**config.mk**
```make
export PLATFORM = sky130hd
export DESIGN_NAME = cordic_phase_ctrl_flat
export DESIGN_NICKNAME = d
export VERILOG_FILES = /design/src/rtl/cordic_phase_ctrl_if.sv /design/src/rtl/cordic_phase_ctrl.sv /design/src/flat_wrapper.sv
export SDC_FILE = /design/constraint.sdc
export NUM_CORES = 1
export LEC_CHECK = 0
export BUFFER_PORTS_ARGS = -buffer_cell sky130_fd_sc_hd__clkbuf_2
export CAP_MARGIN = 20
export CORE_UTILIZATION = 57
export CTS_CLUSTER_DIAMETER = 30
export DETAILED_ROUTE_END_ITERATION = 7
export PLACE_DENSITY = 0.81
export SETUP_SLACK_MARGIN = 0.2
export SYNTH_ARGS = -nofsm -noshare
export SYNTH_HDL_FRONTEND = slang
export SYNTH_SLANG_ARGS = --single-unit
```
**constraint.sdc**
```tcl
create_clock -name clock -period 4.5 [get_ports clock]
set_clock_uncertainty 0.2 [all_clocks]
set_input_delay 0.45 -clock clock [delete_from_list [all_inputs] [get_ports clock]]
set_output_delay 0.45 -clock clock [all_outputs]
set_load 0.005 [all_outputs]
```
**src/rtl/cordic_phase_ctrl_if.sv**
```systemverilog
// Host-side bus of the CORDIC phase controller.
// Carries sample handshake, clear request and the result/timeout strobes.
interface cordic_phase_ctrl_if;
  logic               i_valid;
  logic               o_ready;
  logic signed [3:0]  i_I;
  logic signed [3:0]  i_Q;
  logic               i_clear;
  logic               o_valid;
  logic signed [15:0] o_angle;
  logic signed [15:0] o_delta;
  logic               o_dir;
  logic               o_timeout;

  // Controller side
  modport slave (
    input  i_valid, i_I, i_Q, i_clear,
    output o_ready, o_valid, o_angle, o_delta, o_dir, o_timeout
  );

  // Host / sample source side
  modport master (
    output i_valid, i_I, i_Q, i_clear,
    input  o_ready, o_valid, o_angle, o_delta, o_dir, o_timeout
  );
endinterface

```
**src/rtl/cordic_phase_ctrl.sv**
```systemverilog
// CORDIC phase controller: launches one I/Q sample at a time into an
// external CORDIC engine, waits (bounded) for its angle, and reports the
// angle together with the wrapped phase step from the previous angle.
module cordic_phase_ctrl #(
  parameter int TIMEOUT = 16
) (
  input  logic               clock,
  input  logic               reset,
  cordic_phase_ctrl_if.slave bus,
  output logic               o_cordic_start,
  output logic signed [3:0]  o_cordic_I,
  output logic signed [3:0]  o_cordic_Q,
  input  logic               i_cordic_done,
  input  logic signed [15:0] i_cordic_angle
);

  typedef enum logic [2:0] {
    S_IDLE, S_LAUNCH, S_WAIT, S_DIFF, S_OUT
  } state_t;

  localparam logic [7:0] LP_WAIT_LAST = 8'(TIMEOUT - 1);

  state_t             r_state;
  state_t             w_state_next;
  logic [7:0]         r_wait_cnt;
  logic signed [3:0]  r_op_I;
  logic signed [3:0]  r_op_Q;
  logic signed [15:0] r_angle;
  logic signed [15:0] r_prev_angle;
  logic               r_have_prev;
  logic signed [15:0] r_out_angle;
  logic signed [15:0] r_out_delta;
  logic               r_out_dir;
  logic signed [16:0] w_delta_raw;
  logic signed [16:0] w_delta_wrap;
  logic signed [15:0] w_delta;

  assign o_cordic_I    = r_op_I;
  assign o_cordic_Q    = r_op_Q;
  assign bus.o_angle   = r_out_angle;
  assign bus.o_delta   = r_out_delta;
  assign bus.o_dir     = r_out_dir;

  // State register
  always_ff @(posedge clock or posedge reset) begin
    if (reset) begin
      r_state <= S_IDLE;
    end else begin
      r_state <= w_state_next;
    end
  end

  // Next-state and per-state strobes; done beats timeout in the last WAIT cycle
  always_comb begin
    w_state_next   = r_state;
    o_cordic_start = 1'b0;
    bus.o_ready    = 1'b0;
    bus.o_valid    = 1'b0;
    bus.o_timeout  = 1'b0;
    case (r_state)
      S_IDLE: begin
        bus.o_ready = 1'b1;
        if (bus.i_valid) w_state_next = S_LAUNCH;
      end
      S_LAUNCH: begin
        o_cordic_start = 1'b1;
        w_state_next   = S_WAIT;
      end
      S_WAIT: begin
        if (i_cordic_done) begin
          w_state_next = S_DIFF;
        end else if (r_wait_cnt == LP_WAIT_LAST) begin
          bus.o_timeout = 1'b1;
          w_state_next  = S_IDLE;
        end
      end
      S_DIFF: w_state_next = S_OUT;
      S_OUT: begin
        bus.o_valid  = 1'b1;
        w_state_next = S_IDLE;
      end
      default: w_state_next = S_IDLE;
    endcase
  end

  // Phase step wrapped into -179..180; zero when no reference angle exists
  always_comb begin
    w_delta_raw  = {r_angle[15], r_angle} - {r_prev_angle[15], r_prev_angle};
    w_delta_wrap = w_delta_raw;
    if (w_delta_raw > 17'sd180) begin
      w_delta_wrap = w_delta_raw - 17'sd360;
    end else if (w_delta_raw <= -17'sd180) begin
      w_delta_wrap = w_delta_raw + 17'sd360;
    end
    w_delta = '0;
    if (r_have_prev && !bus.i_clear) w_delta = w_delta_wrap[15:0];
  end

  // Operand capture, wait counting, angle capture and result registers
  always_ff @(posedge clock or posedge reset) begin
    if (reset) begin
      r_wait_cnt   <= '0;
      r_op_I       <= '0;
      r_op_Q       <= '0;
      r_angle      <= '0;
      r_prev_angle <= '0;
      r_have_prev  <= 1'b0;
      r_out_angle  <= '0;
      r_out_delta  <= '0;
      r_out_dir    <= 1'b0;
    end else begin
      case (r_state)
        S_IDLE: begin
          if (bus.i_valid) begin
            r_op_I <= bus.i_I;
            r_op_Q <= bus.i_Q;
          end
        end
        S_LAUNCH: r_wait_cnt <= '0;
        S_WAIT: begin
          r_wait_cnt <= r_wait_cnt + 8'd1;
          if (i_cordic_done) r_angle <= i_cordic_angle;
        end
        S_DIFF: begin
          r_out_angle  <= r_angle;
          r_out_delta  <= w_delta;
          r_out_dir    <= (w_delta > 16'sd0);
          r_prev_angle <= r_angle;
        end
        default: ;
      endcase
      // A clear in DIFF only zeroes this delta; the new angle becomes the reference
      if (r_state == S_DIFF) begin
        r_have_prev <= 1'b1;
      end else if (bus.i_clear) begin
        r_have_prev <= 1'b0;
      end
    end
  end

endmodule

```
**src/flat_wrapper.sv**
```systemverilog
// flat-port wrapper written by rule: the top's interface ports become plain ports
module cordic_phase_ctrl_flat 
#(
  parameter int TIMEOUT = 16
)
  (clock, reset, o_cordic_start, o_cordic_I, o_cordic_Q, i_cordic_done, i_cordic_angle, bus_i_valid, bus_i_I, bus_i_Q, bus_i_clear, bus_o_ready, bus_o_valid, bus_o_angle, bus_o_delta, bus_o_dir, bus_o_timeout);
  cordic_phase_ctrl_if bus_i ();
  input  logic clock;
  input  logic reset;
  output logic o_cordic_start;
  output logic signed [3:0] o_cordic_I;
  output logic signed [3:0] o_cordic_Q;
  input  logic i_cordic_done;
  input  logic signed [15:0] i_cordic_angle;
  input wire logic [$bits(bus_i.i_valid)-1:0] bus_i_valid;
  input wire logic [$bits(bus_i.i_I)-1:0] bus_i_I;
  input wire logic [$bits(bus_i.i_Q)-1:0] bus_i_Q;
  input wire logic [$bits(bus_i.i_clear)-1:0] bus_i_clear;
  output wire logic [$bits(bus_i.o_ready)-1:0] bus_o_ready;
  output wire logic [$bits(bus_i.o_valid)-1:0] bus_o_valid;
  output wire logic [$bits(bus_i.o_angle)-1:0] bus_o_angle;
  output wire logic [$bits(bus_i.o_delta)-1:0] bus_o_delta;
  output wire logic [$bits(bus_i.o_dir)-1:0] bus_o_dir;
  output wire logic [$bits(bus_i.o_timeout)-1:0] bus_o_timeout;
  assign bus_i.i_valid = bus_i_valid;
  assign bus_i.i_I = bus_i_I;
  assign bus_i.i_Q = bus_i_Q;
  assign bus_i.i_clear = bus_i_clear;
  assign bus_o_ready = bus_i.o_ready;
  assign bus_o_valid = bus_i.o_valid;
  assign bus_o_angle = bus_i.o_angle;
  assign bus_o_delta = bus_i.o_delta;
  assign bus_o_dir = bus_i.o_dir;
  assign bus_o_timeout = bus_i.o_timeout;
  cordic_phase_ctrl #(.TIMEOUT(TIMEOUT)) u_core (.clock(clock), .reset(reset), .bus(bus_i), .o_cordic_start(o_cordic_start), .o_cordic_I(o_cordic_I), .o_cordic_Q(o_cordic_Q), .i_cordic_done(i_cordic_done), .i_cordic_angle(i_cordic_angle));
endmodule
```
### Yosys cells after proc, flatten, opt, wreduce, memory -nomap -nowiden

Index checks and enable logic that the tools add are counted.

* register bits: 69
* bits of input ports: 29
* output and inout bits: 45

* $add $sub $neg: 4
* magnitude comparators: 3
* equality and inequality tests: 7
* muxes and demuxes: 16
* reduce and logical (&&, ||, !) cells: 8

Operators by type and width (number)
* $mux W16: 3
* $gt A17 B9 Y1 const B: 1
* $le A17 B9 Y1 const B: 1
* $sub A16 B16 Y17: 1
* $add A16 B10 Y16 const B: 1
* $gt A16 B1 Y1 const B: 1
* $pmux W8 S2: 1
* $sub A16 B10 Y16 const B: 1
* $pmux W3 S4: 1
* $mux W3: 3
* $add A8 B1 Y8 const B: 1
* $eq A8 B4 Y1 const B: 1
* $mux W1: 8
* $eq A3 B2 Y1 const B: 2
* $reduce_and A2 Y1: 3
* $reduce_bool A2 Y1: 2
* $eq A3 B1 Y1 const B: 1
* $eq A3 B3 Y1 const B: 1
* $logic_not A3 Y1: 1
* $ne A3 B2 Y1 const B: 1
* $ne A2 B2 Y1 const B: 1
* $logic_and A1 B1 Y1: 1
* $logic_not A1 Y1: 1

### Longest topological paths before layout

* word-level depth: 6
* mapped depth: 18
* mapped depth without buffers: 18

### Least setup slack after synthesis

Ideal clock, no wire load.

* kind: reg-to-reg
* start point: register u_core.r_angle[0]
* end point: register u_core.r_out_dir, in the netlist u_core.bus.o_dir
* library setup time: 0.129 ns
* arrival time: 3.700 ns
* data required time: 4.171 ns
* setup slack: 0.472 ns
* stages on the path, launching flop included: 16
* path through: dfrtp_1 inv_1 ha_1 inv_1 fa_1 a21o_2 a221o_1 a221oi_2 xor2_2 or4_4 o211ai_2 a2bb2oi_1 xnor2_1 nand2_1 o41ai_2 a21boi_1

* word-level cells in the longest chain between the ends: 6
* elaborated cells on any way between the ends: 9

Ends and longest elaborated chain
* start: declaration: line cordic_phase_ctrl.sv:28 `logic signed [15:0] r_angle;`
* start signal: assignment: line cordic_phase_ctrl.sv:122 `if (i_cordic_done) r_angle <= i_cordic_angle;`
* $sub A16 B16 Y17 *: line cordic_phase_ctrl.sv:88 `w_delta_raw = {r_angle[15], r_angle} - {r_prev_angle[15], r_prev_angle};`
* $add A16 B10 Y16 / $le A17 B9 Y1 (equally long branches): line cordic_phase_ctrl.sv:93, cordic_phase_ctrl.sv:92
* $mux W16: line cordic_phase_ctrl.sv:92 `end else if (w_delta_raw <= -17'sd180) begin`
* $mux W16 *: line cordic_phase_ctrl.sv:90 `if (w_delta_raw > 17'sd180) begin`
* $mux W16 *: line cordic_phase_ctrl.sv:96 `if (r_have_prev && !bus.i_clear) w_delta = w_delta_wrap[15:0];`
* $gt A16 B1 Y1 *: line cordic_phase_ctrl.sv:127 `r_out_dir <= (w_delta > 16'sd0);`
* end signal: assignment: line cordic_phase_ctrl.sv:127
* end: declaration: line cordic_phase_ctrl.sv:33 `logic r_out_dir;`

Every way passes the cells marked *; elsewhere a longest branch is shown, timed or not.
A chain may end at the register's enable or synchronous reset.

### Worst setup path in the final report

Ends and elaborated chain as after synthesis.

==> out/results.tsv <==
metric	value	unit
outcome	complete, but fails checks	
violated checks	hold timing	
Fin. Hold Viols	26	
Simple-Gate Fraction of Synth Area	0.1413	
fin crit share	0.9265	
critical path's slowest cell	or4_4	
Fmax	0.2399	GHz
Reg area	0.001727	sq mm
Die Ht	89.97	um
first-pass GRT wire length	16810	um
final wirelength	10020	um
max-slew violations	0	
largest net degree at the start of global routing	37	
Starting Density	0.5985	
crit path time final	4.169	ns
die span in x	89.97	um
crit path max fanout	6	
Netlist Area Pre-Place	0.004410	sq mm
Multi-input gate area	0.002616	sq mm
IO Count	74	
Die ar.	0.008094	sq mm
layout net count	577	
H-tree depth	3	
Max-cap violations	0	
input/output buffers	73	
Area growth syn-to-layout	18.41	%
clk_lat worst skew	0.36	ns
syn nets	498	
max_slew headroom	0.4303	
Pre-antenna DRT Iters	4	
post-synthesis sequential area ratio	0.3915	
share of post-route cells with drive strength above 1	0.3566	
complex-gate fraction of the synthesized area	0.2196	
crit path DAT	4.21	ns
hold_buf cts	0	
DR vias	3650	
Syn Inst Count	446	
ys async rst share	1.000	
post-synth top area share	0.3915	
drt drc	0	
area share of fa/ha/maj cells after synthesis	0.06695	
setup TNS	0	ns
#FFs+latches synth	69	
Placer Congestion	0.9595	
unrepaired setup endpoints after global routing	no	
number of synthesized flops with an enable pin	0	
initial antenna violation count	0	
CTS Buf Count	9	
Clk Tree Root Cell	clkbuf_8	
xor/xnor cell area share of the yosys netlist	0.06440	
startpoint types	register	
Req. time, crit path	4.54	ns
number of antenna repair diodes	0	
TritonCTS clock tree	built	
Post-DRT Antenna Nets	0	
total core area	0.007370	sq mm
largest family of logic cells by synthesized area	compound AO/OA/AOI/OAI gates	
DPL Wire Length	7476	um
vias per cell	5.803	
slew of the pin with the lowest slew margin	0.8546	ns
synth unique cells	79	
Setup-failing EPs final	0	
Syn Area/Cell	9.889	sq um
Synth area leader	dfrtp_1	
Filler cells	588	
top-count cell post-synth	dfrtp_1	
max incr delay on CP	0.61	ns
Synth warnings	0	
Crit Path Class	register to register	
cell row count	31	
synth top area cells	dfrtp_1 39%, ha_1 6.2%, mux2_2 5.9%, nand2_1 4.2%, o21ai_0 4.0%	
total congestion overflow	0	
hold slack	-0.02341	ns
Hold WC Path Type	input port to async pin	
CP endpoint kind	register	
GRT Resource Usage Total	0.2583	
Num Clock Sinks	69	
Clk pin slew, worst setup/hold paths	0.08	ns
cell chain of the critical path	inv_2 -> ha_2 -> inv_1 -> fa_2 -> a21o_4 -> a221o_2 -> a221oi_4 -> xor2_2 -> or4_4 -> or3_1 -> o31ai_1 -> xnor2_1 -> o41ai_2 -> a21boi_1	
Routed wire per std cell	15.93	um
Synth top cells by count	69 x dfrtp_1, 49 x nand2_1, 35 x o21ai_0	
top_reg_cell synth	dfrtp_1	
vias in the first global route	3582	
DR iter-0 viols	186	
post-synthesis mux area share	0.06837	
CTS max path bufs	2	
==> cell type report <==
class	instances	share of cell area
Clock inverter	6	0.008864
Timing Repair Buffer	86	0.08864
Multi-Input combinational cell	330	0.5010
Inverter	29	0.02084
Tap cell	99	0.02372
Clock buffer	10	0.02635
Sequential cell	69	0.3306
==> metrics by stage <==
stage	cell area (sq um)	setup slack (ns)	hold WS, ns	util	std cells
2_1_floorplan	4410	0.4716	0.2571	-	446
3_3_place_gp	4835	0.2197	0.2592	0.6560	605
3_5_place_dp	4835	0.1109	0.2734	0.6560	605
4_1_cts	5076	0.2058	0.004585	0.6888	627
5_1_grt	5223	0.1841	0.04051	0.7087	629
6_report	5223	0.3308	-0.02341	0.7087	629
==> metal layers <==
metal,share of wire,track usage,vias up
li1,-,-,1773
met1,0.47,0.3425,1779
met2,0.48,0.4212,78
met3,0.033,0.04399,20
met4,0.022,0.1062,0
met5,0,0,-
==> layout by cell type, fill, tap and decap left out, drive strengths merged, types with 8 or more instances in the layout <==
master and n:
a21oi 19, and3 8, buf 13, clkbuf 83, dfrtp 69, ha 22
inv 31, mux2 23, nand2 50, nand3 10, nor2 18, o21ai 40
o31ai 16, xnor2 19, xor2 10
==> logic make-up after synthesis <==
logic type      Yosys count
buf+inv                  47
xor+xnor                 29
flops                    69
mux                      26
compound gates          129
simple gates            123
fa+ha+maj                23
==> registers in the layout, summed over array words and instances (netlist names) <==
name                 count
u_core.r_prev_angle     16
u_core.o_cordic_I        4
u_core.bus.o_dir         1
u_core.r_have_prev       1
u_core.r_wait_cnt        8
u_core.bus.o_delta      16
u_core.r_state           3
u_core.r_angle          16
u_core.o_cordic_Q        4
==> worst paths after layout <==
check                                       from                     to  slack (ns)  cells after the start
setup / recovery               u_core.r_angle[0]       u_core.bus.o_dir        0.33                     14
hold / removal                             reset   u_core.o_cordic_I[1]       -0.02                      2
setup reg to reg               u_core.r_angle[0]       u_core.bus.o_dir        0.33                     14
hold reg to reg            u_core.bus.o_delta[3]  u_core.bus.o_delta[3]        0.28                      2
max in group asynchronous                  reset       u_core.bus.o_dir        3.19                      3
min in group clock                    bus_i_Q[0]   u_core.o_cordic_Q[0]        0.11                      2
==> critical path, delay by kind of cell, from the launching register on <==
| family | cells | cell delay [ns] |
|---|---|---|
| AOI/OAI and AO/OA | 6 | 1.52 |
| and+or+nand+nor | 2 | 1.00 |
| adders and majority gates | 2 | 0.54 |
| DFF | 1 | 0.38 |
| xor gates and xnor gates | 2 | 0.28 |
| buffers and inverters | 2 | 0.11 |
==> timing repair <==
item                       CTS  global route
pin swaps                    4            10
buffers inserted             6             2
setup endpoints to repair    1             3
resized for setup            2            23
Power is left out: the tool's default activity adds up to more than one toggle a clock period on the data nets, which glitch-free logic cannot reach.
